File: src/rtl/immediate_reader_pkg.sv
// CPU-wide shared types for the instruction-stream front end.
package immediate_reader_pkg;

  typedef logic [7:0]  instr_byte_t;
  typedef logic [15:0] imm16_t;

  typedef enum logic [1:0] {
    IDLE    = 2'd0,
    READ_LO = 2'd1,
    READ_HI = 2'd2
  } imm_state_e;

endpackage

File: src/rtl/immediate_reader.sv
// Pops 1 or 2 bytes from the show-ahead instruction FIFO and assembles a
// little-endian immediate. Optional macro IMM_SIGN_EXTEND_EN enables 8-bit sign extension.
module immediate_reader
  import immediate_reader_pkg::*;
(
  input  logic        clk,
  input  logic        reset_n,
  input  logic        start,
  input  logic        is_8bit,
  input  logic        sign_extend,
  input  logic        flush,
  output logic        fifo_rd_en,
  input  logic [7:0]  fifo_rd_data,
  input  logic        fifo_empty,
  output logic        busy,
  output logic        complete,
  output logic [15:0] immediate
);

  imm_state_e  state_q, state_d;
  instr_byte_t low_q, low_d;
  imm16_t      imm_q, imm_d;
  logic        is8_q, is8_d;
  logic        complete_q, complete_d;

`ifdef IMM_SIGN_EXTEND_EN
  logic        sext_q, sext_d;
`else
  logic        unused_sign_extend;
  assign unused_sign_extend = sign_extend;
`endif

  always_comb begin
    state_d    = state_q;
    low_d      = low_q;
    imm_d      = imm_q;
    is8_d      = is8_q;
    complete_d = 1'b0;
    fifo_rd_en = 1'b0;
`ifdef IMM_SIGN_EXTEND_EN
    sext_d     = sext_q;
`endif
    // Flush outranks both start and a pending pop; the partial byte is dropped.
    unique case (state_q)
      IDLE: begin
        if (start && !flush) begin
          is8_d   = is_8bit;
`ifdef IMM_SIGN_EXTEND_EN
          sext_d  = sign_extend;
`endif
          state_d = READ_LO;
        end
      end
      READ_LO: begin
        if (flush) begin
          state_d = IDLE;
        end else if (!fifo_empty) begin
          fifo_rd_en = 1'b1;
          low_d      = fifo_rd_data;
          if (is8_q) begin
`ifdef IMM_SIGN_EXTEND_EN
            imm_d = sext_q ? {{8{fifo_rd_data[7]}}, fifo_rd_data}
                           : {8'h00, fifo_rd_data};
`else
            imm_d = {8'h00, fifo_rd_data};
`endif
            complete_d = 1'b1;
            state_d    = IDLE;
          end else begin
            state_d = READ_HI;
          end
        end
      end
      READ_HI: begin
        if (flush) begin
          state_d = IDLE;
        end else if (!fifo_empty) begin
          fifo_rd_en = 1'b1;
          imm_d      = {fifo_rd_data, low_q};
          complete_d = 1'b1;
          state_d    = IDLE;
        end
      end
      default: state_d = IDLE;
    endcase
  end

  always_ff @(posedge clk) begin
    if (!reset_n) begin
      state_q    <= IDLE;
      low_q      <= '0;
      imm_q      <= '0;
      is8_q      <= 1'b0;
      complete_q <= 1'b0;
`ifdef IMM_SIGN_EXTEND_EN
      sext_q     <= 1'b0;
`endif
    end else begin
      state_q    <= state_d;
      low_q      <= low_d;
      imm_q      <= imm_d;
      is8_q      <= is8_d;
      complete_q <= complete_d;
`ifdef IMM_SIGN_EXTEND_EN
      sext_q     <= sext_d;
`endif
    end
  end

  assign busy      = (state_q != IDLE);
  assign complete  = complete_q;
  assign immediate = imm_q;

endmodule

File: config.mk
export PLATFORM = sky130hd
export DESIGN_NAME = immediate_reader
export DESIGN_NICKNAME = d
export VERILOG_FILES = /design/src/rtl/immediate_reader_pkg.sv /design/src/rtl/immediate_reader.sv
export SDC_FILE = /design/constraint.sdc
export NUM_CORES = 1
export LEC_CHECK = 0
export CAP_MARGIN = 5
export CELL_PAD_IN_SITES_DETAIL_PLACEMENT = 0
export CELL_PAD_IN_SITES_GLOBAL_PLACEMENT = 2
export CORE_UTILIZATION = 32
export DETAILED_ROUTE_END_ITERATION = 7
export GPL_TIMING_DRIVEN = 0
export PLACE_DENSITY_LB_ADDON = 0.08
export SYNTH_ARGS = -nofsm -noshare
export SYNTH_HDL_FRONTEND = slang
export SYNTH_SLANG_ARGS = --single-unit
File: constraint.sdc
create_clock -name clk -period 5.2 [get_ports clk]
set_clock_uncertainty 0.15 [all_clocks]
set_input_delay 0.78 -clock clk [delete_from_list [all_inputs] [get_ports clk]]
set_output_delay 0.78 -clock clk [all_outputs]
set_load 0.01 [all_outputs]
==> impl_metrics.toml <==
[run_status]
outcome = "finished, final reports clean"

[floorplanning]
initial_utilization_pct = 33.4
die-area_um2 = 4430
io_pins = 34
fp.dieW_um = 66.6
rows = 23
coreArea_um2 = 4000
die_y_um = 66.6

[detailed_routing]
routed_wl_mm = 3.03
drt-initial-drc-count = 25
drcViolationCount = 0
ant_nets = 0
wl_per_cell_um = 14.1
vias = 1057
viasPerCell = 4.94
dr.pass1.iters = 4

[synthesis]
syn_nets = 150
yosysWarnings = 0
synth_area_leaders = "dfxtp_1 42%, mux2i_1 19%, a311oi_1 5.2%"
synth_top_family_by_area = "multiplexers"
syn-cell-area_um2 = 1340
syn_area_per_cell_um2 = 10.3
synth-seq-cells = 28
synth_top_area_share_pct = 42.0
yosys.area.top_type = "dfxtp_1"
synthXorXnorAreaFrac_pct = 0
synthAdderAreaFrac_pct = 4.69
synth-simple-area-share_pct = 13.2
muxShareOfSynthArea_pct = 20.6
synth_cells = 130
ys_seq_area_share_pct = 42.0
synth_cell_types = 29
synth_compound_area_share_pct = 12.9

[critical_path]
crit_required_ps = 4270
crit_type = "in2out"
r2r-start = "state_q[0]$_SDFFE_PN0P_"
start_kind = "input port"
cpPeakStageDelay_ps = 580
cp_common_cell = "clkdlybuf4s50_1"
crit_chain = "clkdlybuf4s50_1 -> nor3b_1 -> clkdlybuf4s50_1"
critPathMaxFanout = 7
startpoint = "flush"
crit_slowest_cell = "clkdlybuf4s50_1"
end_kind = "output port"
arrival_ps = 2190

[clocking]
cts_buffers = 3
ctsHoldBuffers = 0
htreeDepth = 1
ctsResizeCount = 0
clkTransAtPathRegs_ps = 90
cts.path.max_buffers = 2
clk_root_buffer_cell = "clkbuf_8"
cts_sinks = 28
clock_latency_ps = 270
tritoncts = "built"
cts_setup_buffers = 0

[final_layout]
diodes = 0
mostFrequentLayoutCells = "31 x clkdlybuf4s50_1, 28 x dfxtp_1, 26 x mux2i_1, 10 x nor2_1, 9 x nand2_1"
nets = 186
drive_gt1_share_pct = 9.15
syn2layout_area_growth_pct = 31.0
final_common_cell = "clkdlybuf4s50_1"
final-instance-count-excl-fill = 214
fin_util_pct = 43.7

[sta]
drv_slew = 0
timing.fmax_mhz = 320
min_period_over_period_pct = 60.0
period_needed_ps = 3120
worstMarginPinSlew_ps = 473
setup_tns_ps = 0
setup_violations = 0
slew_headroom_pct = 68.5
rsz0062_at_grt = "no"
hold_viol_final = 0

[global_route]
overflow = 0
grt_util_met1_pct = 18.3
antenna_found_initial = 0
grt-busiest-layer = "met2"
use_met3_pct = 3.08
grt_usage_pct = 15.1
grt_first_pass_wirelength_mm = 4.89
grt_max_degree = 15
grt_pass1_vias = 1055
grtUsageMet2_pct = 25.4

[run]
maxCapViolations = 0

[pwr]
power_switching_uw = 97.6
seq_power_share_pct = 55.5
p_per_area_nw_per_um2 = 228
swShare_pct = 24.5
p_comb_share_pct = 15.1
power_leakage_uw = 0.000629
max-vdd-ir-drop_mv = 0.0885
p_int_uw = 301
clkPwrFrac_pct = 29.4

[worst_hold_path]
hp-start = "immediate[14]$_SDFFE_PN0P_"
hp-class = "reg2reg"

[place]
dp_hpwl_mm = 2.30
portBuffers = 31
gp_congestion = 0.751
dp_cells = 211
[final timing paths]
path / endpoint / slack, ps / depth (start not counted)
max: fifo_rd_en / 2080 / 3
min reg2reg: immediate[14]$_SDFFE_PN0P_ / 310 / 2
max reg2reg: immediate[8]$_SDFFE_PN0P_ / 3350 / 6
min: immediate[14]$_SDFFE_PN0P_ / 310 / 2
[sequential cells by signal, summed over array words and instances (netlist names)]
| signal | cells |
|---|---|
| low_q | 8 |
| complete | 1 |
| is8_q | 1 |
| state_q | 2 |
| immediate | 16 |
[metal layers]
metal,share of wire (%),wire (um),vias up
li1,-,-,538
met1,47,1420,493
met2,48,1450,19
met3,3.3,99,7
met4,1.9,59,0
met5,0,0,-
[critical path: cells and delay by family]
family / cells / cell delay [ps]
and+or+nand+nor: 1 / 300
buffers and inverters: 2 / 1120
[cell usage after synthesis, drive strengths merged]
library cell  count
nor4bb            1
inv               3
nand3             8
mux2i            26
nand2b            2
dfxtp            28
a21oi             9
a221oi            1
or2               1
mux2              1
o21ai             1
ha                5
o21bai            1
a2bb2oi           1
a311oi            8
o22ai             1
nand2            10
nor3b             3
clkinv            1
clkbuf            2
nor2             10
nand3b            1
buf               6
[final cells by class]
| cell class | instances | area [um2] |
|---|---|---|
| plain buffers | 8 | 72.6 |
| clock buffers | 3 | 41.3 |
| fillers | 393 | 2250 |
| inverters | 4 | 15.0 |
| multi-input cells | 90 | 687 |
| flip-flops and latches | 28 | 561 |
| well taps | 50 | 62.6 |
| repair buffers | 31 | 310 |
[power by group through the flow]
stage	Clock, uW	Combinational, uW	Sequential (uW)
2_1_floorplan	0	33.6	227
3_3_place_gp	0	60.1	226
3_5_place_dp	0	61.2	226
4_1_cts	121	61.5	221
5_1_grt	132	66.5	222
6_report	117	60.2	221
[through the flow]
step | cell area, um2 | hold slack (ps) | total power, uW | worst slack, ps
2_1_floorplan | 1340 | 310 | 261 | 3140
6_report | 1750 | 313 | 399 | 2080
5_1_grt | 1750 | 331 | 421 | 1980
3_5_place_dp | 1710 | 307 | 288 | 2050
3_3_place_gp | 1710 | 298 | 286 | 2070
4_1_cts | 1750 | 321 | 404 | 2050
[cells by family (layout without fill, tap and decap cells)]
logic type | count (synthesis) | count (layout)
AND/OR/NAND/NOR | 36 | 36
AO/OA/AOI/OAI | 22 | 22
buffers and inverters | 12 | 46
adder cells (fa/ha/maj) | 5 | 5
flip-flops | 28 | 28
multiplexers | 27 | 27
No activity file was read; power rests on OpenSTA's default activity.
